## src/rtl/result_reader_pkg.sv

```systemverilog
// Shared widths, register-file geometry and FSM encodings for the result reader.
package result_reader_pkg;

    localparam int ADDR_W    = 5;
    localparam int DATA_W    = 32;
    localparam int REG_COUNT = 32;

    // Highest register address; a sweep stops here instead of wrapping to 0.
    localparam logic [ADDR_W-1:0] LAST_ADDR = ADDR_W'(REG_COUNT - 1);

    typedef enum logic [1:0] {
        IDLE    = 2'd0,
        ISSUE   = 2'd1,
        CAPTURE = 2'd2
    } rr_state_e;

    typedef enum logic {
        MODE_SINGLE = 1'b0,
        MODE_SWEEP  = 1'b1
    } rr_mode_e;

endpackage

```

## src/rtl/result_reader_fifo.sv

```systemverilog
// Small synchronous FIFO holding {data, address} result entries for the consumer.
// The head entry comes straight from the storage registers, so it is stable while
// nothing is popped. A push into an empty FIFO becomes visible on the next cycle.
module rr_fifo #(
    parameter int WIDTH = 37,
    parameter int DEPTH = 4
) (
    input  logic             clk,
    input  logic             rst_n,
    input  logic             push,
    input  logic [WIDTH-1:0] push_data,
    input  logic             pop,
    output logic [WIDTH-1:0] head_data,
    output logic             empty,
    output logic             full
);

    localparam int PTR_W = (DEPTH > 1) ? $clog2(DEPTH) : 1;
    localparam int CNT_W = $clog2(DEPTH + 1);

    logic [WIDTH-1:0] mem [DEPTH];
    logic [PTR_W-1:0] wr_ptr;
    logic [PTR_W-1:0] rd_ptr;
    logic [CNT_W-1:0] count;
    logic             do_push;
    logic             do_pop;

    // A pop frees its slot in the same cycle, so a push into a full FIFO is
    // accepted when the head leaves at the same edge.
    assign do_pop  = pop && !empty;
    assign do_push = push && (!full || do_pop);

    assign empty     = (count == '0);
    assign full      = (count == CNT_W'(DEPTH));
    assign head_data = mem[rd_ptr];

    // Storage, pointers and occupancy; reset clears contents so the head reads zero.
    always_ff @(posedge clk or negedge rst_n) begin
        if (!rst_n) begin
            for (int i = 0; i < DEPTH; i++) begin
                mem[i] <= '0;
            end
            wr_ptr <= '0;
            rd_ptr <= '0;
            count  <= '0;
        end else begin
            if (do_push) begin
                mem[wr_ptr] <= push_data;
                wr_ptr      <= wr_ptr + PTR_W'(1);
            end
            if (do_pop) begin
                rd_ptr <= rd_ptr + PTR_W'(1);
            end
            case ({do_push, do_pop})
                2'b10:   count <= count + CNT_W'(1);
                2'b01:   count <= count - CNT_W'(1);
                default: count <= count;
            endcase
        end
    end

endmodule

```

## src/rtl/result_reader.sv

```systemverilog
// Reads register-file results for the consumer: single reads on controller done
// pulses, or a full ascending sweep of all registers on a dump request. One done
// arriving while busy is parked in a pending slot; further ones are counted lost.
module result_reader
    import result_reader_pkg::*;
#(
    parameter int FIFO_DEPTH = 4
) (
    input  logic              rr_clk,
    input  logic              rr_reset,
    input  logic              rr_done,
    input  logic [ADDR_W-1:0] rr_result_addr,
    input  logic              rr_dump,
    output logic [ADDR_W-1:0] rr_ReadAddress,
    input  logic [DATA_W-1:0] rr_read_data,
    output logic [DATA_W-1:0] rr_out_data,
    output logic [ADDR_W-1:0] rr_out_addr,
    output logic              rr_out_valid,
    input  logic              rr_out_ready,
    output logic              rr_busy,
    output logic              rr_overflow
);

    rr_state_e         state_q, state_d;
    rr_mode_e          mode_q, mode_d;
    logic [ADDR_W-1:0] addr_q, addr_d;
    logic              pend_vld_q, pend_vld_d;
    logic [ADDR_W-1:0] pend_addr_q, pend_addr_d;
    logic              ovf_q, ovf_d;

    logic              take_pend;
    logic              take_direct;
    logic              fifo_push;
    logic              fifo_pop;
    logic              fifo_full;
    logic              fifo_empty;
    logic              can_push;
    logic [DATA_W+ADDR_W-1:0] fifo_head;

    assign fifo_pop = rr_out_valid && rr_out_ready;
    assign can_push = !fifo_full || fifo_pop;

    assign rr_ReadAddress = addr_q;
    assign rr_busy        = (state_q != IDLE);
    assign rr_overflow    = ovf_q;
    assign rr_out_valid   = !fifo_empty;
    assign {rr_out_data, rr_out_addr} = fifo_head;

    // Control registers: FSM state, read mode, current address, pending slot, loss flag.
    always_ff @(posedge rr_clk or negedge rr_reset) begin
        if (!rr_reset) begin
            state_q     <= IDLE;
            mode_q      <= MODE_SINGLE;
            addr_q      <= '0;
            pend_vld_q  <= 1'b0;
            pend_addr_q <= '0;
            ovf_q       <= 1'b0;
        end else begin
            state_q     <= state_d;
            mode_q      <= mode_d;
            addr_q      <= addr_d;
            pend_vld_q  <= pend_vld_d;
            pend_addr_q <= pend_addr_d;
            ovf_q       <= ovf_d;
        end
    end

    // Next-state, address sequencing, FIFO push and pending-slot bookkeeping.
    always_comb begin
        state_d     = state_q;
        mode_d      = mode_q;
        addr_d      = addr_q;
        pend_vld_d  = pend_vld_q;
        pend_addr_d = pend_addr_q;
        ovf_d       = ovf_q;
        take_pend   = 1'b0;
        take_direct = 1'b0;
        fifo_push   = 1'b0;

        case (state_q)
            IDLE: begin
                // A done wins over a dump; the dump stays asserted and is seen later.
                if (rr_done) begin
                    addr_d  = rr_result_addr;
                    mode_d  = MODE_SINGLE;
                    state_d = ISSUE;
                end else if (rr_dump) begin
                    addr_d  = '0;
                    mode_d  = MODE_SWEEP;
                    state_d = ISSUE;
                end
            end
            ISSUE: begin
                state_d = CAPTURE;
            end
            CAPTURE: begin
                // Read data is valid here; hold the address while the FIFO is full.
                if (can_push) begin
                    fifo_push = 1'b1;
                    if (mode_q == MODE_SWEEP && addr_q != LAST_ADDR) begin
                        addr_d  = addr_q + ADDR_W'(1);
                        state_d = ISSUE;
                    end else if (pend_vld_q) begin
                        take_pend  = 1'b1;
                        pend_vld_d = 1'b0;
                        addr_d     = pend_addr_q;
                        mode_d     = MODE_SINGLE;
                        state_d    = ISSUE;
                    end else if (rr_done) begin
                        // A done landing on the finishing edge goes straight to a new read.
                        take_direct = 1'b1;
                        addr_d      = rr_result_addr;
                        mode_d      = MODE_SINGLE;
                        state_d     = ISSUE;
                    end else begin
                        state_d = IDLE;
                    end
                end
            end
            default: begin
                state_d = IDLE;
            end
        endcase

        // A done while busy parks in the slot; the slot counts as free on its release edge.
        if (rr_done && state_q != IDLE && !take_direct) begin
            if (!pend_vld_q || take_pend) begin
                pend_vld_d  = 1'b1;
                pend_addr_d = rr_result_addr;
            end else begin
                ovf_d = 1'b1;
            end
        end
    end

    rr_fifo #(
        .WIDTH (DATA_W + ADDR_W),
        .DEPTH (FIFO_DEPTH)
    ) u_fifo (
        .clk       (rr_clk),
        .rst_n     (rr_reset),
        .push      (fifo_push),
        .push_data ({rr_read_data, addr_q}),
        .pop       (fifo_pop),
        .head_data (fifo_head),
        .empty     (fifo_empty),
        .full      (fifo_full)
    );

endmodule

```

## config.mk

```make
export PLATFORM = sky130hd
export DESIGN_NAME = result_reader
export DESIGN_NICKNAME = d
export VERILOG_FILES = /design/src/rtl/result_reader_pkg.sv /design/src/rtl/result_reader_fifo.sv /design/src/rtl/result_reader.sv
export SDC_FILE = /design/constraint.sdc
export NUM_CORES = 1
export LEC_CHECK = 0
export ABC_AREA = 1
export CAP_MARGIN = 10
export CORE_ASPECT_RATIO = 1.4
export CORE_MARGIN = 2
export CORE_UTILIZATION = 57
export DETAILED_ROUTE_END_ITERATION = 8
export PLACE_DENSITY = 0.8
export SYNTH_ARGS = -nofsm -noshare
export SYNTH_HDL_FRONTEND = slang
export SYNTH_SLANG_ARGS = --single-unit
```

## constraint.sdc

```tcl
create_clock -name rr_clk -period 2.3 [get_ports rr_clk]
set_input_delay 0.69 -clock rr_clk [delete_from_list [all_inputs] [get_ports rr_clk]]
set_output_delay 0.69 -clock rr_clk [all_outputs]
set_load 0.01 [all_outputs]
```

---- Yosys cells after proc, flatten, opt, wreduce, memory -nomap -nowiden ----
Index checks and enable logic that the tools add are counted.
storage, ports and cells
  output and inout bits ................... 45
  word-level logic and storage cells ...... 103
  input port bits ......................... 42
  flip-flop bits (word level) ............. 170
cells by class
  reduce and logical (&&, ||, !) cells .... 24
  add/subtract/negate cells ............... 5
  bitwise operators ....................... 3
  muxes and demuxes ....................... 44
  equal/unequal tests ..................... 11
  order comparisons ....................... 3
operator list
  cell                   count
  $bwmux W148            1
  $mux W37               3
  $bmux W37 S2           1
  $demux W37 S2          1
  $mux W5                6
  $mux W1                25
  $pmux W5 S2            1
  $logic_and A1 B1 Y1    7
  $ge A3 B3 Y1 const B   2
  $mux W2                3
  $ne A3 B3 Y1 const B   2
  $not A2 Y3             2
  $pmux W2 S3            1
  $pmux W3 S2            1
  $reduce_and A2 Y1      3
  $reduce_bool A2 Y1     3
  $add A5 B1 Y5 const B  1
  $ne A5 B5 Y1 const B   1
  $reduce_and A5 Y1      1
  $add A2 B1 Y2 const B  2
  $eq A2 B1 Y1 const B   2
  $eq A2 B2 Y1 const B   2
  $logic_not A1 Y1       4
  $ne A2 B2 Y1 const B   2
  other kinds (11)       13

---- Logic depth before layout (Yosys ltp) ----
  depth in word-level cells ............... 9
  depth in mapped cells ................... 12
  mapped depth without buffers ............ 11

---- Hierarchy ----
A second synthesis with hierarchy kept.
unflattened totals
  cells, all modules ...................... 1055
  area, all modules ....................... 8531.9 µm²
by module, submodules not included
  module         instances  cells each  area an instance (µm²)  sequential area each (µm²)
  rr_fifo        1          914         7533.5                  3878.7
  result_reader  1          141         998.5                   375.4

---- Worst setup path after synthesis ----
OpenSTA, ideal clock, no wires.
  path type ............................... input port to flip-flop
  start point ............................. input rr_out_ready
  end point ............................... register u_fifo.count[2]
  cell stages on the path ................. 11
  setup slack ............................. -97 ps
  setup time .............................. 131 ps
  required time ........................... 2169 ps
  buffers on the path ..................... 2
  arrival ................................. 2266 ps
  cells stage by stage .................... nor2_1 > nand2_2 > nand2_4 > buf_6 > buf_6 > ha_1 > inv_1 > fa_1 > a21oi_1 > o21ai_0 > xor2_1
between the ends
  cells in the longest elaborated chain, start to end .. 7
  elaborated cells on any way between the ends .. 11
  classes of those cells .................. eq/ne (2); mux (3); reduce/logical (6)
RTL lines
  element                                            RTL line                  source
  start, declared                                    result_reader.sv:19       input logic rr_out_ready,
  $logic_and A1 B1 Y1 *                              result_reader.sv:40       assign fifo_pop = rr_out_valid && rr_out_ready;
  $logic_or A1 B1 Y1                                 result_reader.sv:41       assign can_push = !fifo_full || fifo_pop;
  $mux W1                                            result_reader.sv:98       if (can_push) begin
  $mux W1                                            result_reader.sv:80       case (state_q)
  $logic_and A1 B1 Y1                                result_reader_fifo.sv:31  assign do_push = push && (!full || do_pop);
  $eq A2 B1 Y1 or $eq A2 B2 Y1 (tied branches)       result_reader_fifo.sv:54  case ({do_push, do_pop})
  $pmux W3 S2 or $reduce_bool A2 Y1 (tied branches)  --
  end signal, assigned                               result_reader_fifo.sv:55  2'b10: count <= count + CNT_W'(1);
  end signal, assigned                               result_reader_fifo.sv:56  2'b01: count <= count - CNT_W'(1);
  end signal, assigned                               result_reader_fifo.sv:57  default: count <= count;
  end, declared                                      result_reader_fifo.sv:24  logic [CNT_W-1:0] count;
Every way passes the cells marked *; elsewhere a longest branch is shown, timed or not.
A chain may end at the register's enable or synchronous reset.

---- Final worst setup path ----
  start point ............................. register u_fifo.rd_ptr[0]
  end point ............................... output rr_out_data[18]
between the ends
  cells in the longest elaborated chain, start to end .. 4
RTL lines
  element                                       RTL line                  source
  start, declared                               result_reader_fifo.sv:23  logic [PTR_W-1:0] rd_ptr;
  start signal, assigned                        result_reader_fifo.sv:52  rd_ptr <= rd_ptr + PTR_W'(1);
  $not A2 Y3 (not written as such)              result_reader_fifo.sv:35  assign head_data = mem[rd_ptr];
  $bmux W37 S2                                  result_reader_fifo.sv:35
  $mux W37 (not written as such) (2 in series)  result_reader_fifo.sv:35
  end, declared                                 result_reader.sv:16       output logic [DATA_W-1:0] rr_out_data,
Every way passes these cells. The select of a mux whose other input is x is not followed.

==> impl_metrics.ini <==
[finish]
n_antenna_cell = 0
finish.net_count = 1154
layout-drive-gt1-share_pct = 16.7
finish.cell_count_without_fillers = 1302
area_delta_synth_final_pct = 26.4

[setup_path]
timing.critical_path.cells = inv_8 > buf_12 > buf_16 > nor2_2 > o22ai_2 > buf_2
worst_path_required_time_ns = 1.61
worst-endpoint-arrival_ns = 1.76
critical_path.max_fanout = 6
critical_path_class = reg -> out
worst_path_max_delay_cell = dfrtp_2
end_kind = primary output
worst_path_largest_cell_delay_ns = 0.49
sort_of_element_at_the_start_of_the_critical_path = flip-flop

[clocking]
cts_tree = done
clkTransAtPathRegs_ns = 0.07
clock_tree.buffer_depth = 2
clk_root_buffer_cell = clkbuf_16
number_of_clock_buffers_inserted_by_tritoncts = 17
cts_sinks = 170
htreeDepth = 4
worstSkewPairLatency_ns = 0.43

[logic_synthesis]
synthDominantCellAreaShare_pct = 52.2
synth_nets = 1063
yosysTopAreaCell = dfrtp_1
number_of_enable_flip_flop_cells_after_synthesis = 0
synth_most_common_cell = nand2_1
netlist_top_cells_count = nand2_1, dfrtp_1, o21ai_1
netlist_area_um2 = 8160
top_post_synthesis_cells_by_area = dfrtp_1, nand2_1, o21ai_1, o21ai_0, nor2_1
part_of_the_yosys_area_used_for_sequential_elements_pct = 52.2
flops_latches_synth = 170
yosysWarningCount = 0
synthesis.instances = 1013
synth.lib_cells_used.distinct = 31
syn-mean-instance-area_um2 = 8.05
ys_dominant_reg_cell = dfrtp_1
synth-async-reset-ratio_pct = 100

[routing]
antenna_violating_nets_post_route = 0
finalWirelength_um = 23400
route.detailed.vias_per_inst = 5.82
avgRoutedWirePerCell_um = 18.0
drtPass1Iterations = 5
dr_total_vias = 7574
drt_first_iter_violations = 719
detail_route.drc_violations = 0

[global_routing]
global_route.usage.met1_pct = 38.0
grt_util_met2_pct = 51.9
grt_remaining_overflow = 0
first_global_vias = 7590
grt_start_max_net_pins = 61
grt_antenna_before_repair = 0
grt_pass1_wl_um = 37000
top_usage_layer = met2
met3_usage_pct = 5.28
grt.total_usage_pct = 30.5

[floorplan]
floorplan.core_area_um2 = 14000
initial_core_util_pct = 58.4
design.die.area_um2 = 15300
rows = 51
floorplan.die.width_um = 105
fp.dieH_um = 146
boundaryPins = 87

[timing]
worst_clock_skew_ns = 0.00593
final_max_slew_viol_count = 0
max_freq_mhz = 409
timing.final.crit_period_ns = 2.45
setup_viol = 32
rsz_0062_raised_after_global_routing = true
final-hold-violation-count = 0
final.setup.worst_slack_ns = -0.146
tightestPinTransition_ns = 1.16
fin_crit_sh_pct = 106
timing.max_slew.rel_slack_pct = 22.7

[run_status]
violated_checks = negative setup slack
status = complete, but fails checks

[power_and_ir_drop]
max-vdd-ir-drop_uv = 731
static_leakage_nw = 4.84
pwr_density_cell_nw_per_um2 = 1590

[run]
max-cap-violations = 0

[place]
dp.cells = 1256
io_buffer_count = 86
dp.final_hpwl_um = 13100
pre_cts_ws_ns = -0.259
place.gp.congestion = 0.828

[min_path]
holdCritPathClass = in -> async
[cell type report]
class / instances / area [µm²]
flip-flops and latches: 170 / 4260
fillers: 1032 / 3670
multi-input cells: 751 / 3630
clock buffers: 20 / 447
repair buffers: 139 / 1420
clock inverters: 12 / 220
well taps: 185 / 231
inverters: 25 / 104
[critical path, delay by kind of cell (launching register included)]
kind | cells | cell delay, ns
compound gates | 1 | 0.19
buf+inv | 4 | 0.60
flops | 1 | 0.49
simple gates | 1 | 0.04
[cells by family after synthesis]
family	count (synthesis)	synth area share, %
AOI/OAI and AO/OA	274	17.8
xor gates and xnor gates	5	0.537
adders and majority gates	8	1.32
buffers and inverters	93	5.71
DFF	170	52.2
and+or+nand+nor	463	22.5
[state kept, by name, indices dropped and copies added, names as in the netlist]
| name | cells |
|---|---|
| u_fifo.mem | 148 |
| pend_addr_q | 5 |
| rr_ReadAddress | 5 |
| u_fifo.count | 3 |
| state_q | 2 |
| u_fifo.rd_ptr | 2 |
| u_fifo.wr_ptr | 2 |
| mode_q | 1 |
| pend_vld_q | 1 |
| rr_overflow | 1 |
[metal layers]
| layer | vias up | routed length (µm) |
|---|---|---|
| li1 | 3526 | - |
| met1 | 3659 | 9120 |
| met2 | 328 | 12100 |
| met3 | 61 | 1440 |
| met4 | 0 | 694 |
| met5 | - | 0 |
[path summary, 6_finish.rpt]
kind,startpoint,to,slack (ns),cells past startpoint
worst max register to register,state_q[1],u_fifo.mem[59],0.20,6
min in group rr_clk,pend_addr_q[3],pend_addr_q[3],0.47,2
worst min-delay path,rr_reset,pend_addr_q[3],0.12,1
max in group asynchronous,rr_reset,u_fifo.mem[69],1.57,2
worst max-delay path,u_fifo.rd_ptr[0],rr_out_data[18],-0.15,6
worst min register to register,pend_addr_q[3],pend_addr_q[3],0.47,2
[stage by stage]
step	power, mW	cell area (µm²)	utilization (%)	hold WS [ns]	setup TNS, ns
3_3_place_gp	12.3	9340	66.8	0.453	-19.58
5_1_grt	17.4	10300	73.7	0.129	-3.96
6_report	16.4	10300	73.7	0.122	-2.18
4_1_cts	16.0	10200	72.8	0.126	-1.86
2_1_floorplan	9.36	8160	-	0.394	0
3_5_place_dp	12.5	9340	66.8	0.458	-23.11
[timing repair]
| item | 4_1_cts | 5_1_grt |
|---|---|---|
| hold buffers | 0 | 0 |
| resized for setup | 202 | 64 |
| endpoints found under the setup margin | 38 | 41 |
| buffers inserted | 10 | 1 |
| pin swaps | 13 | 15 |
| cloned | 5 | 3 |
[layout by cell type (no fill, tap or decap), types with 2 or more instances in the layout]
| master | instances |
|---|---|
| dfrtp_1 | 165 |
| o21ai_0 | 72 |
| buf_12 | 14 |
| o22ai_1 | 31 |
| o21a_1 | 12 |
| inv_2 | 5 |
| buf_2 | 37 |
| clkbuf_1 | 2 |
| nand2_1 | 341 |
| clkbuf_16 | 19 |
| nand2_2 | 2 |
| a21oi_1 | 3 |
| nor2_1 | 66 |
| dfrtp_2 | 5 |
| o21ai_2 | 11 |
| nand3_1 | 13 |
| buf_6 | 12 |
| o21ai_1 | 137 |
| clkinv_2 | 2 |
| nor2_2 | 21 |
| nor2_4 | 10 |
| clkinvlp_4 | 4 |
| inv_1 | 18 |
| ha_1 | 7 |
| clkdlybuf4s50_1 | 47 |
| xor2_1 | 4 |
| buf_16 | 4 |
| bufinv_16 | 6 |
| nand4_1 | 6 |
| o22ai_2 | 6 |
| buf_4 | 21 |
[where the power goes]
part	switching (mW)	internal [mW]	total (mW)	leakage [nW]
Clock	1.18	2.06	3.24	0.312
Combinational	4.73	3.17	7.90	2.42
Sequential	0.903	4.37	5.27	2.11
(Power assumes the default switching activity.)
